--- src/rtl/board_ctrl_if.sv ---
// board_ctrl_if
// Groups the render-port, ship-ROM and fire-result signals of the board
// controller.
//   render_en / render_addr / render_state : renderer read port
//   ship_addr / ship_present               : ship-placement ROM lookup
//   busy                                   : clear sweep or fire in progress
//   result_valid / result_hit / result_dup : end-of-fire pulse + qualifiers
// The slave modport is the controller side; master is the game/renderer side.
interface board_ctrl_if;
  logic       render_en;
  logic [6:0] render_addr;
  logic [1:0] render_state;
  logic [6:0] ship_addr;
  logic       ship_present;
  logic       busy;
  logic       result_valid;
  logic       result_hit;
  logic       result_dup;

  modport slave (
    input  render_en, render_addr, ship_present,
    output render_state, ship_addr, busy, result_valid, result_hit, result_dup
  );

  modport master (
    output render_en, render_addr, ship_present,
    input  render_state, ship_addr, busy, result_valid, result_hit, result_dup
  );
endinterface

--- src/rtl/board_ctrl.sv ---
// board_ctrl
// Battleship board controller: debounces the five buttons, owns the cursor,
// the 100x2-bit shot-state memory (single port, synchronous read) and the
// hit/shot counters.
//   clk, reset             : system clock, asynchronous active-high reset
//   i_btn_l/r/u/d/c        : raw buttons (c = fire)
//   bus (board_ctrl_if)    : render port, ship ROM port, busy and fire result
//   o_cursor_col/row       : cursor cell coordinates
//   o_score, o_shots       : hits so far, accepted shots
//   o_game_over            : sticky once score reaches SHIP_CELLS
module board_ctrl #(
  parameter int GRID_SIZE       = 10,
  parameter int DEBOUNCE_CYCLES = 2_500_000,
  parameter int SHIP_CELLS      = 17
) (
  input  logic              clk,
  input  logic              reset,
  input  logic              i_btn_l,
  input  logic              i_btn_r,
  input  logic              i_btn_u,
  input  logic              i_btn_d,
  input  logic              i_btn_c,
  board_ctrl_if.slave       bus,
  output logic [3:0]        o_cursor_col,
  output logic [3:0]        o_cursor_row,
  output logic [15:0]       o_score,
  output logic [7:0]        o_shots,
  output logic              o_game_over
);

  localparam int NCELLS = GRID_SIZE * GRID_SIZE;
  localparam int CW = (DEBOUNCE_CYCLES > 1) ? $clog2(DEBOUNCE_CYCLES) : 1;
  localparam logic [6:0]    GRID7   = 7'(GRID_SIZE);
  localparam logic [3:0]    MAXPOS  = 4'(GRID_SIZE - 1);
  localparam logic [6:0]    LASTC   = 7'(NCELLS - 1);
  localparam logic [15:0]   SHIP16  = 16'(SHIP_CELLS);
  localparam logic [CW-1:0] CNTLAST = CW'(DEBOUNCE_CYCLES - 1);

  typedef enum logic [2:0] {
    ST_CLEAR, ST_IDLE, ST_RD, ST_CHK, ST_WR, ST_DONE
  } state_t;

  // ---------------- button conditioning ----------------
  logic [4:0]    w_btn_raw;
  logic [4:0]    r_sync1, r_sync2, r_deb, r_deb_d, r_press;
  logic [CW-1:0] r_cnt [5];

  assign w_btn_raw = {i_btn_c, i_btn_d, i_btn_u, i_btn_r, i_btn_l};

  // The debounced level follows the synchronised input only after it has
  // differed for DEBOUNCE_CYCLES consecutive samples; the press pulse is a
  // registered rising-edge detect of that level.
  always_ff @(posedge clk or posedge reset) begin
    if (reset) begin
      r_sync1 <= '0;
      r_sync2 <= '0;
      r_deb   <= '0;
      r_deb_d <= '0;
      r_press <= '0;
      for (int i = 0; i < 5; i++) r_cnt[i] <= '0;
    end else begin
      r_sync1 <= w_btn_raw;
      r_sync2 <= r_sync1;
      r_deb_d <= r_deb;
      r_press <= r_deb & ~r_deb_d;
      for (int i = 0; i < 5; i++) begin
        if (r_sync2[i] != r_deb[i]) begin
          if (r_cnt[i] == CNTLAST) begin
            r_deb[i] <= r_sync2[i];
            r_cnt[i] <= '0;
          end else begin
            r_cnt[i] <= r_cnt[i] + 1'b1;
          end
        end else begin
          r_cnt[i] <= '0;
        end
      end
    end
  end

  // ---------------- cursor ----------------
  logic [3:0] r_col, r_row;
  logic [6:0] w_cursor_addr;

  // L has priority over R and U over D when both pulse in the same cycle.
  always_ff @(posedge clk or posedge reset) begin
    if (reset) begin
      r_col <= '0;
      r_row <= '0;
    end else begin
      if (r_press[0]) begin
        if (r_col != 4'd0) r_col <= r_col - 4'd1;
      end else if (r_press[1]) begin
        if (r_col != MAXPOS) r_col <= r_col + 4'd1;
      end
      if (r_press[2]) begin
        if (r_row != 4'd0) r_row <= r_row - 4'd1;
      end else if (r_press[3]) begin
        if (r_row != MAXPOS) r_row <= r_row + 4'd1;
      end
    end
  end

  assign w_cursor_addr = ({3'b000, r_row} * GRID7) + {3'b000, r_col};
  assign o_cursor_col  = r_col;
  assign o_cursor_row  = r_row;

  // ---------------- shot-state memory port ----------------
  state_t     r_state;
  logic [6:0] r_clr_idx, r_addr, r_ship_addr;
  logic       r_hit, r_dup, r_result_valid, r_game_over;
  logic [1:0] r_cell, r_render_state;
  logic [15:0] r_score;
  logic [7:0]  r_shots;
  logic [1:0] r_mem [NCELLS];
  logic       w_mem_we;
  logic [6:0] w_mem_addr;
  logic [1:0] w_mem_wdata, w_mem_rdata;
  logic [15:0] w_score_inc;

  // One access per cycle: the clear sweep owns the port, then the renderer,
  // and the fire sequencer only gets it when render_en is low.
  always_comb begin
    w_mem_we    = 1'b0;
    w_mem_addr  = r_addr;
    w_mem_wdata = 2'd0;
    if (r_state == ST_CLEAR) begin
      w_mem_we   = 1'b1;
      w_mem_addr = r_clr_idx;
    end else if (bus.render_en) begin
      w_mem_addr = bus.render_addr;
    end else if (r_state == ST_WR) begin
      w_mem_we    = 1'b1;
      w_mem_wdata = r_hit ? 2'd2 : 2'd1;
    end
  end

  always_ff @(posedge clk) begin
    if (w_mem_we) r_mem[w_mem_addr] <= w_mem_wdata;
  end

  assign w_mem_rdata = r_mem[w_mem_addr];
  assign w_score_inc = (r_score == 16'hFFFF) ? r_score : r_score + 16'd1;

  // ---------------- fire sequencer ----------------
  always_ff @(posedge clk or posedge reset) begin
    if (reset) begin
      r_state        <= ST_CLEAR;
      r_clr_idx      <= '0;
      r_addr         <= '0;
      r_ship_addr    <= '0;
      r_cell         <= '0;
      r_hit          <= 1'b0;
      r_dup          <= 1'b0;
      r_result_valid <= 1'b0;
      r_render_state <= '0;
      r_score        <= '0;
      r_shots        <= '0;
      r_game_over    <= 1'b0;
    end else begin
      r_result_valid <= 1'b0;
      if (r_state == ST_CLEAR) r_render_state <= 2'd0;
      else if (bus.render_en)  r_render_state <= w_mem_rdata;

      case (r_state)
        ST_CLEAR: begin
          if (r_clr_idx == LASTC) r_state <= ST_IDLE;
          else                    r_clr_idx <= r_clr_idx + 7'd1;
        end
        ST_IDLE: begin
          if (r_press[4] && !r_game_over) begin
            r_addr      <= w_cursor_addr;
            r_ship_addr <= w_cursor_addr;
            r_state     <= ST_RD;
          end
        end
        ST_RD: begin
          if (!bus.render_en) begin
            r_cell  <= w_mem_rdata;
            r_state <= ST_CHK;
          end
        end
        ST_CHK: begin
          // ship_present has had a full cycle to settle on r_ship_addr.
          if (r_cell != 2'd0) begin
            r_dup          <= 1'b1;
            r_hit          <= 1'b0;
            r_result_valid <= 1'b1;
            r_state        <= ST_DONE;
          end else begin
            r_dup   <= 1'b0;
            r_hit   <= bus.ship_present;
            r_state <= ST_WR;
          end
        end
        ST_WR: begin
          if (!bus.render_en) begin
            r_shots <= r_shots + 8'd1;
            if (r_hit) begin
              r_score <= w_score_inc;
              if (w_score_inc >= SHIP16) r_game_over <= 1'b1;
            end
            r_result_valid <= 1'b1;
            r_state        <= ST_DONE;
          end
        end
        ST_DONE:  r_state <= ST_IDLE;
        default:  r_state <= ST_CLEAR;
      endcase
    end
  end

  assign bus.busy         = (r_state != ST_IDLE);
  assign bus.render_state = r_render_state;
  assign bus.ship_addr    = r_ship_addr;
  assign bus.result_valid = r_result_valid;
  assign bus.result_hit   = r_hit;
  assign bus.result_dup   = r_dup;
  assign o_score          = r_score;
  assign o_shots          = r_shots;
  assign o_game_over      = r_game_over;

endmodule

--- src/flat_wrapper.sv ---
// flat-port wrapper written by rule: the top's interface ports become plain ports
module board_ctrl_flat 
#(
  parameter int GRID_SIZE       = 10,
  parameter int DEBOUNCE_CYCLES = 2_500_000,
  parameter int SHIP_CELLS      = 17
)
  (clk, reset, i_btn_l, i_btn_r, i_btn_u, i_btn_d, i_btn_c, o_cursor_col, o_cursor_row, o_score, o_shots, o_game_over, bus_render_en, bus_render_addr, bus_ship_present, bus_render_state, bus_ship_addr, bus_busy, bus_result_valid, bus_result_hit, bus_result_dup);
  board_ctrl_if bus_i ();
  input  logic clk;
  input  logic reset;
  input  logic i_btn_l;
  input  logic i_btn_r;
  input  logic i_btn_u;
  input  logic i_btn_d;
  input  logic i_btn_c;
  output logic [3:0] o_cursor_col;
  output logic [3:0] o_cursor_row;
  output logic [15:0] o_score;
  output logic [7:0] o_shots;
  output logic o_game_over;
  input wire logic [$bits(bus_i.render_en)-1:0] bus_render_en;
  input wire logic [$bits(bus_i.render_addr)-1:0] bus_render_addr;
  input wire logic [$bits(bus_i.ship_present)-1:0] bus_ship_present;
  output wire logic [$bits(bus_i.render_state)-1:0] bus_render_state;
  output wire logic [$bits(bus_i.ship_addr)-1:0] bus_ship_addr;
  output wire logic [$bits(bus_i.busy)-1:0] bus_busy;
  output wire logic [$bits(bus_i.result_valid)-1:0] bus_result_valid;
  output wire logic [$bits(bus_i.result_hit)-1:0] bus_result_hit;
  output wire logic [$bits(bus_i.result_dup)-1:0] bus_result_dup;
  assign bus_i.render_en = bus_render_en;
  assign bus_i.render_addr = bus_render_addr;
  assign bus_i.ship_present = bus_ship_present;
  assign bus_render_state = bus_i.render_state;
  assign bus_ship_addr = bus_i.ship_addr;
  assign bus_busy = bus_i.busy;
  assign bus_result_valid = bus_i.result_valid;
  assign bus_result_hit = bus_i.result_hit;
  assign bus_result_dup = bus_i.result_dup;
  board_ctrl #(.GRID_SIZE(GRID_SIZE), .DEBOUNCE_CYCLES(DEBOUNCE_CYCLES), .SHIP_CELLS(SHIP_CELLS)) u_core (.clk(clk), .reset(reset), .i_btn_l(i_btn_l), .i_btn_r(i_btn_r), .i_btn_u(i_btn_u), .i_btn_d(i_btn_d), .i_btn_c(i_btn_c), .bus(bus_i), .o_cursor_col(o_cursor_col), .o_cursor_row(o_cursor_row), .o_score(o_score), .o_shots(o_shots), .o_game_over(o_game_over));
endmodule
--- config.mk ---
export PLATFORM = sky130hd
export DESIGN_NAME = board_ctrl_flat
export DESIGN_NICKNAME = d
export VERILOG_FILES = /design/src/rtl/board_ctrl_if.sv /design/src/rtl/board_ctrl.sv /design/src/flat_wrapper.sv
export SDC_FILE = /design/constraint.sdc
export NUM_CORES = 1
export LEC_CHECK = 0
export ABC_AREA = 1
export BUFFER_PORTS_ARGS = -buffer_cell sky130_fd_sc_hd__buf_4
export CORE_ASPECT_RATIO = 0.5
export CORE_MARGIN = 2
export CORE_UTILIZATION = 51
export CTS_CLUSTER_SIZE = 30
export DETAILED_ROUTE_END_ITERATION = 10
export GPL_ROUTABILITY_DRIVEN = 1
export PLACE_DENSITY = 0.77
export SETUP_SLACK_MARGIN = 0.4
export SYNTH_ARGS = -nofsm -noshare
export SYNTH_HDL_FRONTEND = slang
export SYNTH_SLANG_ARGS = --single-unit
--- constraint.sdc ---
create_clock -name clk -period 6.6 [get_ports clk]
set_input_delay 1.32 -clock clk [delete_from_list [all_inputs] [get_ports clk]]
set_output_delay 1.32 -clock clk [all_outputs]
set_load 0.01 [all_outputs]
== Word level (Yosys, flattened, before mapping) ==
Memories as Yosys holds them, arrays and structs flattened.
Cells that the tools add are included.
Word-level totals
  register bits after elaboration: 192
  bits in writable memories: 200
  input port bits: 16
  output and inout port bits: 46
  memories: 1
Cells by class
  $add $sub $neg: 13
  multipliers: 1
  magnitude comparators: 1
  equal/unequal tests: 26
  mux-type cells: 42
  bitwise operators: 4
  reduce and logical (&&, ||, !) cells: 25
Memories
  u_core.r_mem: depth 100, width 2, rd ports 1, clocked after Yosys merged registers in 0, wr ports 1, RTL line board_ctrl.sv:115  | logic [1:0] r_mem [NCELLS];
Operator list (number)
  $mux W22: 10
  $add A22 B1 Y22 const B: 5
  $eq A22 B22 Y1 const B: 5
  $mux W4: 8
  $pmux W3 S6: 1
  $reduce_and A2 Y1: 9
  $add A16 B1 Y16 const B: 1
  $eq A16 B16 Y1 const B: 1
  $ge A16 B5 Y1 const B: 1
  $mux W16: 1
  $mux W7: 2
  $mux W2: 6
  $mux W3: 4
  $reduce_bool A2 Y1: 6
  $ne A2 B2 Y1 const B: 5
  $mux W1: 9
  $reduce_and A3 Y1: 3
  $add A4 B1 Y4 const B: 2
  $add A8 B1 Y8 const B: 1
  $ne A4 B4 Y1 const B: 2
  $reduce_and A4 Y1: 2
  $reduce_bool A4 Y1: 2
  $sub A4 B1 Y4 const B: 2
  $add A7 B1 Y7 const B: 1
  16 further kinds: 23

== Longest topological paths before layout ==
Gate-level depths: netlist (run 1).
  depth in word-level cells: 6
  mapped depth: 18

== Least setup slack after synthesis (run 1) ==
Ideal clock, no wire load.
  kind: input to register
  start: input bus_render_en
  end: memory u_core.r_mem[0][0], data pin
  library setup time: 0.667 ns
  data arrival time: 4.124 ns
  data required time: 5.933 ns
  setup slack: 1.810 ns
  cell stages on the path: 4
  buffers on the path: 1
  path through: buf_4 > nor2_1 > inv_1 > nor2_1
On the way
  word-level cells in the longest chain between the ends: 2
Ends and longest elaborated chain
  from (decl): RTL line flat_wrapper.sv:22  | input wire logic [$bits(bus_i.render_en)-1:0] bus_render_en;
  $mux W2: RTL line board_ctrl.sv:130  | end else if (bus.render_en) begin
  $mux W2: RTL line board_ctrl.sv:127  | if (r_state == ST_CLEAR) begin
  named net u_core.w_mem_wdata[0]: RTL line board_ctrl.sv:118  | logic [1:0] w_mem_wdata, w_mem_rdata;
  to (decl): RTL line board_ctrl.sv:115
The timed path passes the listed nets, and every way through them passes these cells.

== Worst setup path in the final report (run 1) ==
  start: input bus_render_en
  end: memory u_core.r_mem[43][1], enable pin
On the way
  word-level cells in the longest chain between the ends: 4
Ends and longest elaborated chain
  $mux W1: RTL line board_ctrl.sv:130
  $mux W1: RTL line board_ctrl.sv:127
  $mux W1: RTL line board_ctrl.sv:139  | if (w_mem_we) r_mem[w_mem_addr] <= w_mem_wdata;
  $mux W1 (implied by the code): RTL line board_ctrl.sv:139
Several ways; a longest one is shown, not always the timed one.

==> flow_metrics.env, run 1 <==
export IMPL_status="finished clean"
export IMPL_drtIter0Drc=1327
export IMPL_syn_inst=2113
export IMPL_grt_antenna_before_repair=0
export IMPL_hold_class="reg2reg"
export IMPL_cts_resized=0
export IMPL_stdcell_count=2677
export IMPL_final_cell_area_sq_um=21000
export IMPL_drv_slew=0
export IMPL_top_level_ports=62
export IMPL_leakagePower_uw=0.00911
export IMPL_path_max_fanout=27
export IMPL_place_area_sq_um=19800
export IMPL_finalCritPeriodShare_pct=57.0
export IMPL_fin_skew_ns=0.0237
export IMPL_netlist_area_sq_um=19000
export IMPL_ys_async_sr_fraction_pct=49.0
export IMPL_synthTopCellsByArea="edfxtp_1 32%, dfrtp_1 25%, nand2_1 8.4%"
export IMPL_wl_um=41300
export IMPL_synth_top_cell_area_share_pct=31.6
export IMPL_place_ws_ns=2.33
export IMPL_setup_viol=0
export IMPL_wl_per_cell_um=15.4
export IMPL_holdWs_ns=0.348
export IMPL_grt_first_pass_wirelength_um=68700
export IMPL_clkTransAtPathRegs_ns=0.07
export IMPL_synth_nets=2151
export IMPL_clk_latency_ns=0.55
export IMPL_yosys_warnings=0
export IMPL_hp_start="u_core.r_sync1[1]"
export IMPL_reg2reg_from="u_core.r_state[1]"
export IMPL_yosys_area_top_type="edfxtp_1"
export IMPL_dp_hpwl_um=26400
export IMPL_grt_start_max_net_pins=193
export IMPL_tightest_slew_ns=1.06
export IMPL_startpoint_type="input port"
export IMPL_cts_tree="yes"
export IMPL_drive_above_1_share_pct=7.80
export IMPL_arrival_ns=3.98
export IMPL_synth_common_cells="427 x nand2_1, 319 x inv_1, 301 x nor2_1"
export IMPL_ys_flop_type="edfxtp_1"
export IMPL_ir_drop_mv=0.149
export IMPL_dp_cells=2612
export IMPL_port_buffers=61
export IMPL_cp_data_required_time_ns=6.82
export IMPL_tns_ns=0
export IMPL_layout_nets=2205
export IMPL_hold_viol=0
export IMPL_cts_buffers=37
export IMPL_synth_seq_cells=392
export IMPL_die_h_um=140
export IMPL_clock_sinks=392
export IMPL_vias=14300
export IMPL_cts_root_buf="clkbuf_16"
export IMPL_crit_type="in2reg"
export IMPL_ctsHoldBuffers=0
export IMPL_power_density_nw_per_um2=332
export IMPL_grt_ovfl_total=0
export IMPL_die_area_sq_um=38900
export IMPL_fp_row_count=49
export IMPL_vias_per_cell=5.33
export IMPL_die_width_um=277
export IMPL_synth_cell_types=49
export IMPL_h_tree_depth=2
export IMPL_cts_buffer_depth=3
export IMPL_drt_first_pass_iters=7
export IMPL_slew_headroom_pct=29.4
export IMPL_grt_setup_unrepaired="no"
export IMPL_layout_setup_ws_ns=2.84
export IMPL_place_congestion=0.883
export IMPL_diodes=0
export IMPL_yosysMostFrequentCell="nand2_1"
export IMPL_syn_to_final_growth_pct=10.7
export IMPL_ys_seq_area_share_pct=56.9
export IMPL_start_util_pct=52.4
export IMPL_ant_nets=0
export IMPL_post_cts_setup_buffer_count=0
export IMPL_critPathCaptureType="register"
export IMPL_first_global_vias=13800
export IMPL_synth_edf_count=200
export IMPL_fmax_mhz=266
export IMPL_drc=0
export IMPL_grtUsageTotal_pct=21.6
export IMPL_cap_violations=0
export IMPL_core_sq_um=36300
export IMPL_synth_area_per_cell_sq_um=8.99
export IMPL_min_period_ns=3.76
export IMPL_crit_start="bus_render_en"
-- logic make-up after synthesis --
kind of cell,count (synthesis),share of synthesized area (%)
compound gates,163,4.69
flops,392,56.9
xor+xnor,59,2.72
fa+ha+maj,22,1.61
buf+inv,382,8.19
simple gates,1092,25.7
mux,3,0.171
-- per-layer routing --
metal  global-route usage [%]  vias up  part of all wire (%)
met5                        0        -                     0
met4                     7.12        0                   2.9
met3                     3.84       87                   6.7
met2                     36.1      467                    47
met1                     28.9     6736                    43
li1                         -     6971                     -
-- flip-flops by register name, summed over array words and instances (netlist names), 2 cells and up --
name / cells
u_core.r_clr_idx: 7
u_core.r_state: 3
u_core.r_cnt: 110
u_core.o_cursor_row: 4
u_core.r_press: 5
u_core.o_cursor_col: 4
u_core.bus.render_state: 2
u_core.r_cell: 2
u_core.r_addr: 7
u_core.o_shots: 8
u_core.r_deb: 5
u_core.r_sync2: 5
u_core.r_mem: 200
u_core.r_deb_d: 5
u_core.o_score: 16
u_core.r_sync1: 5
-- cell usage in the layout (no fill, tap or decap), types with 47 or more instances in the layout --
cell type	n
buf_4	67
nand3_1	158
o21ai_0	61
a21oi_1	69
edfxtp_1	200
inv_1	318
dfrtp_1	192
nor2_1	299
nor3_1	65
nand3b_1	47
nand2_1	426
-- metrics by stage --
| step | utilization (%) | power [uW] |
|---|---|---|
| 2_1_floorplan | - | 4300 |
| 3_3_place_gp | 54.7 | 4820 |
| 3_5_place_dp | 54.7 | 4860 |
| 4_1_cts | 57.9 | 7000 |
| 5_1_grt | 57.9 | 7340 |
| 6_report | 57.9 | 6980 |
-- report_power, final --
part,switching (uW),internal (uW)
Clock,923,1220
Sequential,138,2730
Combinational,1410,573
-- final cells by class --
cell class | count | area [sq um]
inverter | 329 | 1240
clock buffer | 48 | 987
timing repair buffer | 68 | 523
sequential | 392 | 10800
fill | 3073 | 15300
multi-input combinational | 1339 | 6660
tap | 484 | 606
clock inverter | 17 | 198
-- worst max-delay path: stages --
cell and delay [ns]:
buf_4 0.18, inv_2 0.09, nand2_1 0.06, nand2_1 0.04
nand2_1 0.05, nand2_1 0.22, nor2_4 0.67, nand3_1 0.86
nor2_1 0.47
-- final timing paths --
path | end | slack, ns | cells after the start
max in group asynchronous | u_core.r_cnt[53] | 4.81 | 3
max | u_core.r_mem[43][1] | 2.84 | 9
min reg2reg | u_core.r_sync2[1] | 0.35 | 0
max reg2reg | u_core.bus.render_state[1] | 2.98 | 17
min in group asynchronous | u_core.o_score[6] | 1.06 | 3
min | u_core.r_sync2[1] | 0.35 | 0
Note: power is estimated with default switching activity, not from simulation.
==> inputs of run 2 (changes only) <==
==> constraint.sdc (replaced) <==
create_clock -name clk -period 3.45 [get_ports clk]
set_input_delay 0.69 -clock clk [delete_from_list [all_inputs] [get_ports clk]]
set_output_delay 0.69 -clock clk [all_outputs]
set_load 0.01 [all_outputs]
==> run 2 against run 1 <==
Die area stayed put. Setup slack worse by 2.3 ns. Clock skew is 0.0047 ns lower. Flip-flop and latch count stayed put. Sequential power is 92% higher. Critical path depth stayed put. Via count is 1.3% higher. Combinational power is 100% higher. Utilization is 0.73 points higher. Design area is 1.3% higher. Largest power group unchanged. Highest routed layer unchanged. First-iteration DRC count is 0.38% higher. Count of clock-buffer cells in the layout is 6 higher. Critical path type is now reg2reg.
==> flow_metrics.env, run 2 (synthesized netlist as in run 1, its figures left out) <==
export IMPL_status="finished clean"
export IMPL_dp_hpwl_um=27600
export IMPL_seq_power_share_pct=40.6
export IMPL_core_sq_um=36300
export IMPL_cap_violations=0
export IMPL_fp_row_count=49
export IMPL_worstRegToRegCells=9
export IMPL_vias=14500
export IMPL_hold_class="in2async"
export IMPL_comb_power_share_pct=29.4
export IMPL_wl_per_cell_um=15.6
export IMPL_largest_reg_flops=200
export IMPL_syn_to_final_growth_pct=12.1
export IMPL_busiest_layer="met2"
export IMPL_fin_skew_ns=0.0190
export IMPL_cts_buffers=37
export IMPL_switching_share_pct=35.3
export IMPL_setup_viol=0
export IMPL_top_register="u_core.r_mem"
export IMPL_power_density_nw_per_um2=635
export IMPL_drc=0
export IMPL_layout_nets=2229
export IMPL_crit_type="reg2reg"
export IMPL_cts_tree="yes"
export IMPL_grtUsageMet1_pct=29.7
export IMPL_diodes=0
export IMPL_startpoint_type="register"
export IMPL_ctsHoldBuffers=0
export IMPL_fmax_mhz=347
export IMPL_drt_first_pass_iters=7
export IMPL_drtIter0Drc=1332
export IMPL_grt_setup_unrepaired="yes"
export IMPL_final_cell_area_sq_um=21300
export IMPL_cts_buffer_depth=3
export IMPL_die_width_um=277
export IMPL_clkTransAtPathRegs_ns=0.06
export IMPL_min_period_ns=2.88
export IMPL_port_buffers=61
export IMPL_cp_data_required_time_ns=3.66
export IMPL_slew_headroom_pct=29.3
export IMPL_drv_slew=0
export IMPL_die_area_sq_um=38900
export IMPL_first_global_vias=13800
export IMPL_start_util_pct=52.4
export IMPL_layout_commonest_cell="nand2_1"
export IMPL_hold_viol=0
export IMPL_arrival_ns=3.09
export IMPL_place_congestion=0.901
export IMPL_h_tree_depth=2
export IMPL_leakagePower_uw=0.00924
export IMPL_finalCritPeriodShare_pct=83.5
export IMPL_grt_antenna_before_repair=0
export IMPL_top_level_ports=62
export IMPL_clockPowerShare_pct=30.0
export IMPL_grt_use_met3_pct=3.17
export IMPL_clk_latency_ns=0.54
export IMPL_wl_um=42300
export IMPL_cts_root_buf="clkbuf_16"
export IMPL_fillCellCount=3033
export IMPL_grtUsageTotal_pct=21.6
export IMPL_switchingPower_uw=4770
export IMPL_place_area_sq_um=20100
export IMPL_grt_start_max_net_pins=101
export IMPL_critPathCaptureType="register"
export IMPL_ir_drop_mv=0.498
export IMPL_grt_first_pass_wirelength_um=68800
export IMPL_ant_nets=0
export IMPL_die_h_um=140
export IMPL_groute_layer_met2_usage_pct=36.2
export IMPL_p_int_uw=8750
export IMPL_vias_per_cell=5.35
export IMPL_clock_sinks=392
export IMPL_drive_above_1_share_pct=8.69
export IMPL_path_max_fanout=13
export IMPL_tns_ns=0
export IMPL_final_cell_mix="425 x nand2_1, 318 x inv_1, 299 x nor2_1"
export IMPL_tightest_slew_ns=1.05
export IMPL_grt_ovfl_total=0
-- run 2: cell types whose count changed in the layout (fill, tap and decap cells not counted), moves of 2 or more --
cell	previous run	this run
clkbuf_8	2	4
bufinv_16	4	2
buf_12	1	6
clkbuf_1	9	11
clkbuf_16	37	39
buf_4	67	85
clkinv_1	4	8
clkinv_2	8	5
-- run 2: critical path, stage by stage (launching register included) --
cell and delay, ns:
dfrtp_1 0.42, nor2_4 0.21, nand2_2 0.23, inv_2 0.16, nor2_1 0.11, a221oi_2 0.46
inv_1 0.16, nor2_4 0.20, nand3_2 0.25, nor3_1 0.35
-- run 2: final timing paths --
kind,start,endpoint,slack [ns]
min in group clk,i_btn_r,u_core.r_sync1[1],0.25
hold reg to reg,u_core.r_sync1[3],u_core.r_sync2[3],0.35
setup / recovery,u_core.r_state[0],u_core.r_mem[64][0],0.57
setup reg to reg,u_core.r_state[0],u_core.r_mem[64][0],0.57
max in group asynchronous,reset,u_core.r_cnt[37],2.32
hold / removal,reset,u_core.r_sync1[1],0.24
-- run 2: layer usage --
| layer | up-vias | share of wire [%] |
|---|---|---|
| li1 | 7027 | - |
| met2 | 491 | 47 |
| met3 | 83 | 6.4 |
| met4 | 0 | 2.4 |
| met1 | 6852 | 44 |
| met5 | - | 0 |
-- run 2: layout make-up --
type,instances,area (sq um),share of cell area [%]
Clock buffer,54,1070,5.04
Clock inverter,14,120,0.564
Inverter,329,1240,5.82
Multi-Input combinational cell,1340,6690,31.4
Sequential cell,392,10800,50.8
Tap cell,484,606,2.84
Timing Repair Buffer,91,758,3.56
-- run 2: power groups by stage --
| stage | registers, uW | clock network, uW | logic, uW |
|---|---|---|---|
| final | 5490 | 4060 | 3980 |
| after global routing | 5510 | 4330 | 4340 |
| after CTS | 5480 | 4120 | 3850 |
| after detailed placement | 5570 | 0 | 3810 |
| after global placement | 5560 | 0 | 3740 |
| after floorplan | 5570 | 0 | 2650 |
-- run 2: timing repair --
action,4_1_cts,5_1_grt
setup endpoints to repair,0,4
resized for setup,0,3
hold endpoints to repair,0,0
setup buffers,0,2
-- run 2: through the flow --
stage,hold WS [ns],util (%),setup slack (ns),total power (uW),std cells
floorplan,0.331,-,0.284,8220,2113
global placement,0.335,55.3,0.541,9310,2633
detailed placement,0.340,55.3,0.500,9380,2633
CTS,0.234,58.6,0.605,13500,2701
global route,0.226,58.7,0.399,14200,2704
finish,0.244,58.7,0.568,13500,2704
